## src/rtl/pipe_ctrl.sv

```systemverilog
// pipe_ctrl: central stall/flush controller for the 5-stage core.
//
// Ports:
//   clk, rst        clock; synchronous active-high reset
//   stallreq_id     load-use hazard detected in ID
//   ex_mc_start     multi-cycle op present in EX this cycle
//   ex_mc_len       total EX cycles of that op
//   branch_taken    EX resolved a taken branch/jump
//   branch_target   EX branch target
//   mem_req         MEM stage has an outstanding data access
//   mem_ack         data memory completes access this cycle
//   exc_i           exception raised by instruction in MEM
//   stall[5:0]      stage-hold vector (0=PC .. 5=WB), combinational
//   flush[5:0]      pipeline-register clear vector, combinational
//   redirect_valid  load redirect_pc into PC this cycle
//   redirect_pc     new PC (0 when no redirect)
//   mem_timeout     one-cycle pulse when a MEM access times out
module pipe_ctrl #(
  parameter int              PC_W        = 12,
  parameter logic [PC_W-1:0] TRAP_PC     = 12'h004,
  parameter int              MEM_TIMEOUT = 16,
  parameter int              CNT_W       = 5
) (
  input  logic             clk,
  input  logic             rst,
  input  logic             stallreq_id,
  input  logic             ex_mc_start,
  input  logic [CNT_W-1:0] ex_mc_len,
  input  logic             branch_taken,
  input  logic [PC_W-1:0]  branch_target,
  input  logic             mem_req,
  input  logic             mem_ack,
  input  logic             exc_i,
  output logic [5:0]       stall,
  output logic [5:0]       flush,
  output logic             redirect_valid,
  output logic [PC_W-1:0]  redirect_pc,
  output logic             mem_timeout
);

  localparam int TW = (MEM_TIMEOUT > 2) ? $clog2(MEM_TIMEOUT) : 1;
  localparam logic [TW-1:0] TMAX = TW'(MEM_TIMEOUT - 1);

  localparam logic [5:0] ST_LU  = 6'b000111;
  localparam logic [5:0] ST_MC  = 6'b001111;
  localparam logic [5:0] ST_MEM = 6'b011111;
  localparam logic [5:0] FL_TRAP = 6'b011110;
  localparam logic [5:0] FL_BR   = 6'b000110;

  typedef enum logic [1:0] {RUN, MC_WAIT, MEM_WAIT} state_t;

  state_t           state, state_n;
  logic [TW-1:0]    tcnt, tcnt_n;
  logic [CNT_W-1:0] mcnt, mcnt_n;
  logic             mc_saved, mc_saved_n;

  logic [5:0]       stall_c, flush_c;
  logic             rv_c, mto_c;
  logic [PC_W-1:0]  rpc_c;
  logic             mem_wait, in_mc;

  always_ff @(posedge clk) begin
    if (rst) begin
      state    <= RUN;
      tcnt     <= '0;
      mcnt     <= '0;
      mc_saved <= 1'b0;
    end else begin
      state    <= state_n;
      tcnt     <= tcnt_n;
      mcnt     <= mcnt_n;
      mc_saved <= mc_saved_n;
    end
  end

  always_comb begin
    stall_c    = '0;
    flush_c    = '0;
    rv_c       = 1'b0;
    rpc_c      = '0;
    mto_c      = 1'b0;
    state_n    = state;
    tcnt_n     = tcnt;
    mcnt_n     = mcnt;
    mc_saved_n = mc_saved;

    mem_wait = mem_req & ~mem_ack;
    // A MEM wait entered from MC_WAIT keeps the multi-cycle op alive via
    // mc_saved; once the wait ends the op continues exactly as in MC_WAIT.
    in_mc = (state == MC_WAIT) || ((state == MEM_WAIT) && mc_saved);

    if (exc_i) begin
      flush_c    = FL_TRAP;
      rv_c       = 1'b1;
      rpc_c      = TRAP_PC;
      state_n    = RUN;
      tcnt_n     = '0;
      mcnt_n     = '0;
      mc_saved_n = 1'b0;
    end else if (mem_wait) begin
      if ((state == MEM_WAIT) && (tcnt == TMAX)) begin
        mto_c      = 1'b1;
        flush_c    = FL_TRAP;
        rv_c       = 1'b1;
        rpc_c      = TRAP_PC;
        state_n    = RUN;
        tcnt_n     = '0;
        mcnt_n     = '0;
        mc_saved_n = 1'b0;
      end else begin
        stall_c    = ST_MEM;
        state_n    = MEM_WAIT;
        tcnt_n     = (state == MEM_WAIT) ? tcnt + 1'b1 : TW'(1);
        mc_saved_n = in_mc;
      end
    end else begin
      tcnt_n     = '0;
      mc_saved_n = 1'b0;
      if (in_mc) begin
        stall_c = ST_MC;
        if (mcnt == CNT_W'(1)) begin
          state_n = RUN;
          mcnt_n  = '0;
        end else begin
          state_n = MC_WAIT;
          mcnt_n  = mcnt - 1'b1;
        end
      end else if (ex_mc_start && (ex_mc_len >= CNT_W'(2))) begin
        stall_c = ST_MC;
        mcnt_n  = ex_mc_len - 1'b1;
        state_n = MC_WAIT;
      end else begin
        state_n = RUN;
        if (branch_taken) begin
          flush_c = FL_BR;
          rv_c    = 1'b1;
          rpc_c   = branch_target;
        end else if (stallreq_id) begin
          stall_c = ST_LU;
        end
      end
    end
  end

  assign stall          = rst ? '0 : stall_c;
  assign flush          = rst ? '0 : flush_c;
  assign redirect_valid = rst ? 1'b0 : rv_c;
  assign redirect_pc    = rst ? '0 : rpc_c;
  assign mem_timeout    = rst ? 1'b0 : mto_c;

endmodule

```

## config.mk

```make
export PLATFORM = sky130hd
export DESIGN_NAME = pipe_ctrl
export DESIGN_NICKNAME = d
export VERILOG_FILES = /design/src/rtl/pipe_ctrl.sv
export SDC_FILE = /design/constraint.sdc
export NUM_CORES = 1
export LEC_CHECK = 0
export CELL_PAD_IN_SITES_DETAIL_PLACEMENT = 1
export CELL_PAD_IN_SITES_GLOBAL_PLACEMENT = 1
export CORE_UTILIZATION = 29
export CTS_BUF_LIST = sky130_fd_sc_hd__clkbuf_4 sky130_fd_sc_hd__clkbuf_8 sky130_fd_sc_hd__clkbuf_16
export DETAILED_ROUTE_END_ITERATION = 6
export GPL_ROUTABILITY_DRIVEN = 0
export PLACE_DENSITY = 0.8
export SLEW_MARGIN = 25
export SYNTH_ARGS = -nofsm -noshare
export SYNTH_HDL_FRONTEND = slang
export SYNTH_SLANG_ARGS = --single-unit
```

## constraint.sdc

```tcl
create_clock -name clk -period 5.5 [get_ports clk]
set_input_delay 0.825 -clock clk [delete_from_list [all_inputs] [get_ports clk]]
set_output_delay 0.825 -clock clk [all_outputs]
set_load 0.03 [all_outputs]
```

==> impl_metrics.yaml, run 1 <==
sta:
  timing.slew.headroom_pct: 47.1
  tightest_slew_ns: 0.783
  finalHoldViolCount: 0
  finalWorstPathRequiredPeriod_ns: 4.36
  worst_clock_skew_ns: 0.00556
  max_clock_freq_mhz: 229
  min_period_over_period_pct: 79.3
  finalMaxSlewViolations: 0
  final_setup_violation_count: 0
  tns_ns: 0
  rsz0062_at_grt: "no"
place:
  hpwlAfterDp_mm: 2.49
  placedCellCount: 198
  port-buffer-count: 47
yosys:
  synth.most_common_cell: "sky130_fd_sc_hd__dfxtp_1"
  synth_enable_flop_cells: 0
  synth_top_area_cell: "sky130_fd_sc_hd__dfxtp_1"
  synth-seq-cells: 12
  ys_top_cells_by_area: "sky130_fd_sc_hd__dfxtp_1, sky130_fd_sc_hd__and2_1, sky130_fd_sc_hd__ha_1, sky130_fd_sc_hd__buf_4, sky130_fd_sc_hd__inv_1"
  synthesis.yosys.warnings: 0
  synth_top_cells_by_count: "sky130_fd_sc_hd__dfxtp_1, sky130_fd_sc_hd__and2_1, sky130_fd_sc_hd__buf_4"
  synth.yosys.seq_area_share_pct: 25.2
  primary_flip_flop_cell_chosen_by_synthesis_mapping: "sky130_fd_sc_hd__dfxtp_1"
  yosys.cell_types.count: 44
  postSynthCellCount: 114
  area_fraction_of_the_dominant_cell_type_after_synthesis_pct: 25.2
  synthesis.area_um2: 953
  avgSynthCellArea_um2: 8.36
  postSynth.asyncResetShare_pct: 0
clock_network:
  cts_hold_buffers: 0
  clk_pin_slew_worst_paths_ns: 0.07
  ctsResizeCount: 0
  cts_tree: "yes"
  cts_setup_buffers: 0
  clk-insertion-delay-late_ns: 0.28
  cts_root_buf: "sky130_fd_sc_hd__clkbuf_4"
  h_tree_levels: 1
  cts_num_sinks: 12
  cts_buffers: 3
  ctsLongestPathBuffers: 2
grt:
  via_count_of_the_first_global_routing_pass: 1017
  grt_usage_pct: 18.1
  grt_max_degree: 12
  grt-ovfl-total: 0
  antenna_found_initial: 0
  grt_first_pass_wirelength_mm: 4.65
drt:
  detailroute.via_count: 975
  initialDrtViolationCount: 15
  viasPerCell: 4.83
  drt.antenna.violating_nets: 0
  total_drc_errors_in_the_routed_layout: 0
  routed_wirelength_mm: 2.93
  avgRoutedWirePerCell_um: 14.5
  drt_pre_antenna_iters: 4
outcome:
  run_status: "complete, no violations"
hold_path:
  min-delay-start: "tcnt[0]$_SDFF_PP0_"
  endpoint_worst_hold: "tcnt[0]$_SDFF_PP0_"
  hp-class: "flip-flop to flip-flop"
  hold_depth: 1
cells_and_area:
  finish.cell_count_without_fillers: 202
  drive_gt1_share_pct: 6.33
  num-fill-cells: 377
  final-seq-area_um2: 240
  syn2layout_area_growth_pct: 52.9
  finalNetCount: 189
  multi_input_combinational_cell_area_um2: 629
  antenna_cells: 0
floorplan:
  placeableCoreArea_mm2: 0.00308
  die_area_mm2: 0.00352
  row_count: 20
  die_span_y_um: 59.3
  io-pin-count: 51
  start_util_pct: 31.0
  floorplan.die.width_um: 59.3
critical_path:
  timing.critical_path.to_type: "output port"
  crit_path_start_kind: "input pin"
  critPathKind: "input pin to output port"
  critPathMaxFanout: 11
  reg2reg_setup_slack_ns: 3.65
  ff2ff_path_depth: 5
  arrival_ns: 3.54
  reg2reg_from: "mcnt[0]$_SDFFE_PP0P_"
  timing.rr.end: "mcnt[4]$_SDFFE_PP0P_"
  cp_data_required_time_ns: 4.68
pwr:
  pwr_density_cell_mw_per_mm2: 165
  p_leak_nw: 0.603
  vdd_ir_drop_max_mv: 0.104
job:
  max-cap-violations: 0
[worst max-delay path by stage]
stage | to | slack (ns) | cells after the start | startpoint
5_1_grt | redirect_pc[0] | 0.98 | 7 | ex_mc_len[0]
3_3_place_gp | redirect_pc[8] | 1.23 | 7 | ex_mc_len[0]
4_1_cts | redirect_pc[8] | 1.10 | 7 | ex_mc_len[0]
6_report | redirect_pc[0] | 1.14 | 7 | ex_mc_len[0]
3_5_place_dp | redirect_pc[8] | 1.10 | 7 | ex_mc_len[0]
2_1_floorplan | stall[1] | 2.21 | 6 | ex_mc_len[0]
[area by class of cell]
type | count | share of cell area, %
tap | 44 | 3.78
sequential | 12 | 16.5
multi-input combinational | 88 | 43.2
clock buffer | 4 | 2.49
timing repair buffer | 47 | 32.3
inverter | 7 | 1.80
[registers in the layout (all words and copies together) (netlist names)]
| name | flops |
|---|---|
| mcnt | 5 |
| tcnt | 4 |
| state | 2 |
| mc_saved | 1 |
[layout by cell type (no fill, tap or decap), drive strengths merged, types with 2 or more instances in the layout]
cell type	netlist	final
a211o	3	3
a21oi	5	5
and2	11	11
clkbuf	1	4
clkdlybuf4s50	0	47
conb	1	3
dfxtp	12	12
ha	5	5
inv	7	7
nand2	4	4
nand2b	4	4
nand3	2	2
nor2	7	7
nor2b	4	4
nor3	5	5
nor3b	4	4
o21ai	2	2
or2	3	3
or4	2	2
xnor2	3	3
xor2	2	2
[through the flow]
step / hold slack, ns / area [um2] / util [%] / setup WS [ns] / total power (W)
after CTS: 0.494 / 1460 / 47.4 / 1.10 / 0.000243
final: 0.492 / 1460 / 47.4 / 1.14 / 0.000241
after global placement: 0.459 / 1420 / 46.2 / 1.23 / 0.000170
after global routing: 0.533 / 1460 / 47.4 / 0.985 / 0.000254
after floorplan: 0.438 / 961 / - / 2.21 / 0.000139
after detailed placement: 0.483 / 1420 / 46.2 / 1.10 / 0.000172
[critical path, stage by stage]
cell,delay (ns)
sky130_fd_sc_hd__clkdlybuf4s50_1,0.52
sky130_fd_sc_hd__inv_1,0.08
sky130_fd_sc_hd__ha_1,0.23
sky130_fd_sc_hd__o41a_4,0.51
sky130_fd_sc_hd__nor3b_2,0.47
sky130_fd_sc_hd__and2_1,0.20
sky130_fd_sc_hd__clkdlybuf4s50_1,0.70
[layer usage]
metal	vias to the layer above	global-route usage, %	share of wire, %	wire, um
met5	-	0	0	0
met3	5	3.93	1.9	55
li1	491	-	-	-
met2	12	33.1	55	1620
met4	0	6.12	1.3	37
met1	467	20.5	41	1210
[cell families after synthesis]
kind of cell	synth area share, %
simple gates	33.3
compound gates	18.8
other cells	0.393
mux	1.57
flops	25.2
buf+inv	9.58
fa+ha+maj	6.56
xor+xnor	4.59
[power by group]
part            total, W  internal (W)  switching, W
Combinational  0.0000779     0.0000392     0.0000386
Sequential     0.0000920     0.0000893    0.00000274
Clock          0.0000708     0.0000403     0.0000305
No activity file was read; power rests on OpenSTA's default activity.
==> run 2: changes to the inputs <==
- CORE_UTILIZATION: 29 -> 24
- PLACE_DENSITY: 0.8 -> 0.71
- clock period: 5.5 -> 3.95 ns (I/O delays scaled with it)
==> impl_metrics.yaml, run 2 (synthesis results as in run 1) <==
sta:
  worst_clock_skew_ns: 0.00176
  min_period_over_period_pct: 95.4
  final_setup_violation_count: 0
  max_clock_freq_mhz: 265
  tns_ns: 0
  layout_setup_ws_ns: 0.181
  tightest_slew_ns: 0.786
  finalWorstPathRequiredPeriod_ns: 3.77
  timing.hold.ws_ns: 0.474
  timing.slew.headroom_pct: 46.9
  finalMaxSlewViolations: 0
  rsz0062_at_grt: "no"
  finalHoldViolCount: 0
outcome:
  run_status: "complete, no violations"
pwr:
  sw_frac_of_total_pct: 28.4
  clock_power_share_pct: 36.2
  cellInternalPower_w: 0.000269
  comb_power_share_pct: 29.6
  design_power_total_w: 0.000375
  vdd_ir_drop_max_mv: 0.235
  p_leak_nw: 0.621
  sequentialPowerShare_pct: 34.2
  pwr_density_cell_mw_per_mm2: 250
  power.switching_w: 0.000107
clock_network:
  ctsLongestPathBuffers: 2
  cts_hold_buffers: 0
  cts_buffers: 3
  h_tree_levels: 1
  cts_tree: "yes"
  clk-insertion-delay-late_ns: 0.24
  clk_pin_slew_worst_paths_ns: 0.05
  cts_root_buf: "sky130_fd_sc_hd__clkbuf_8"
  cts_num_sinks: 12
critical_path:
  cp_data_required_time_ns: 3.36
  critPathKind: "input pin to output port"
  crit_path_start_kind: "input pin"
  arrival_ns: 3.18
  timing.critical_path.to_type: "output port"
  critPathMaxFanout: 11
floorplan:
  start_util_pct: 25.5
  row_count: 22
  io-pin-count: 51
  floorplan.die.width_um: 65.0
  die_span_y_um: 65.0
  die_area_mm2: 0.00423
  placeableCoreArea_mm2: 0.00374
drt:
  total_drc_errors_in_the_routed_layout: 0
  viasPerCell: 4.67
  avgRoutedWirePerCell_um: 14.4
  routed_wirelength_mm: 2.98
  drt.antenna.violating_nets: 0
  initialDrtViolationCount: 10
  detailroute.via_count: 966
  drt_pre_antenna_iters: 4
cells_and_area:
  finish.cell_count_without_fillers: 207
  finalNetCount: 190
  drive_gt1_share_pct: 7.55
  largest_reg_flops: 5
  top_register: "mcnt"
  mostFrequentLayoutCells: "sky130_fd_sc_hd__clkdlybuf4s50_1, sky130_fd_sc_hd__dfxtp_1, sky130_fd_sc_hd__and2_1"
  syn2layout_area_growth_pct: 57.3
  antenna_cells: 0
  largest_regs: "mcnt x5, tcnt x4, state x2"
  final_common_cell: "sky130_fd_sc_hd__clkdlybuf4s50_1"
grt:
  antenna_found_initial: 0
  grt_usage_pct: 14.9
  grt_first_pass_wirelength_mm: 4.84
  grt-ovfl-total: 0
  grt_max_degree: 12
  via_count_of_the_first_global_routing_pass: 1039
place:
  hpwlAfterDp_mm: 2.50
  pre_cts_ws_ns: 0.0387
  port-buffer-count: 47
  placedCellCount: 203
hold_path:
  hp-class: "flip-flop to flip-flop"
job:
  max-cap-violations: 0
[run 2: final timing paths]
| check | startpoint | end | slack (ns) | cells past startpoint |
|---|---|---|---|---|
| worst max-delay path | ex_mc_len[0] | redirect_pc[1] | 0.18 | 7 |
| worst max register to register | mcnt[1]$_SDFFE_PP0P_ | mcnt[4]$_SDFFE_PP0P_ | 2.08 | 6 |
| worst min-delay path | tcnt[0]$_SDFF_PP0_ | tcnt[0]$_SDFF_PP0_ | 0.47 | 1 |
| worst min register to register | tcnt[0]$_SDFF_PP0_ | tcnt[0]$_SDFF_PP0_ | 0.47 | 1 |
[run 2: through the flow]
step,area [um2],utilization [%]
after CTS,1490,39.8
after detailed placement,1430,38.3
after global routing,1500,40.1
after floorplan,961,-
final,1500,40.1
after global placement,1430,38.3
[run 2: layer usage]
layer	up-vias	global-route usage, %	part of all wire (%)
li1	485	-	-
met1	469	16.5	43
met2	10	28.4	55
met3	2	3.35	2.2
met4	0	3.26	0.54
met5	-	0	0
[run 2: repair_timing]
action,CTS,global route
setup endpoints to repair,0,11
setup buffers,0,0
hold endpoints to repair,0,0
gates resized for setup,0,2
[run 2: critical path, stage by stage]
cell	delay, ns
sky130_fd_sc_hd__clkdlybuf4s50_1	0.52
sky130_fd_sc_hd__inv_1	0.09
sky130_fd_sc_hd__ha_1	0.23
sky130_fd_sc_hd__o41a_4	0.52
sky130_fd_sc_hd__nor3b_4	0.37
sky130_fd_sc_hd__and2_1	0.18
sky130_fd_sc_hd__clkdlybuf4s50_1	0.69
[run 2: power by group through the flow]
stage / Combinational, W / Sequential (W) / Clock (W)
2_1_floorplan: 0.0000642 / 0.000130 / 0
3_3_place_gp: 0.000107 / 0.000131 / 0
3_5_place_dp: 0.000110 / 0.000131 / 0
4_1_cts: 0.000111 / 0.000128 / 0.000139
5_1_grt: 0.000120 / 0.000129 / 0.000146
6_report: 0.000111 / 0.000128 / 0.000136
[run 2: area by class of cell]
type,instances,area (um2)
inverter,7,26.3
tap,48,60.1
fill,453,2240
sequential,12,240
timing repair buffer,48,478
clock buffer,4,55.1
multi-input combinational,88,641
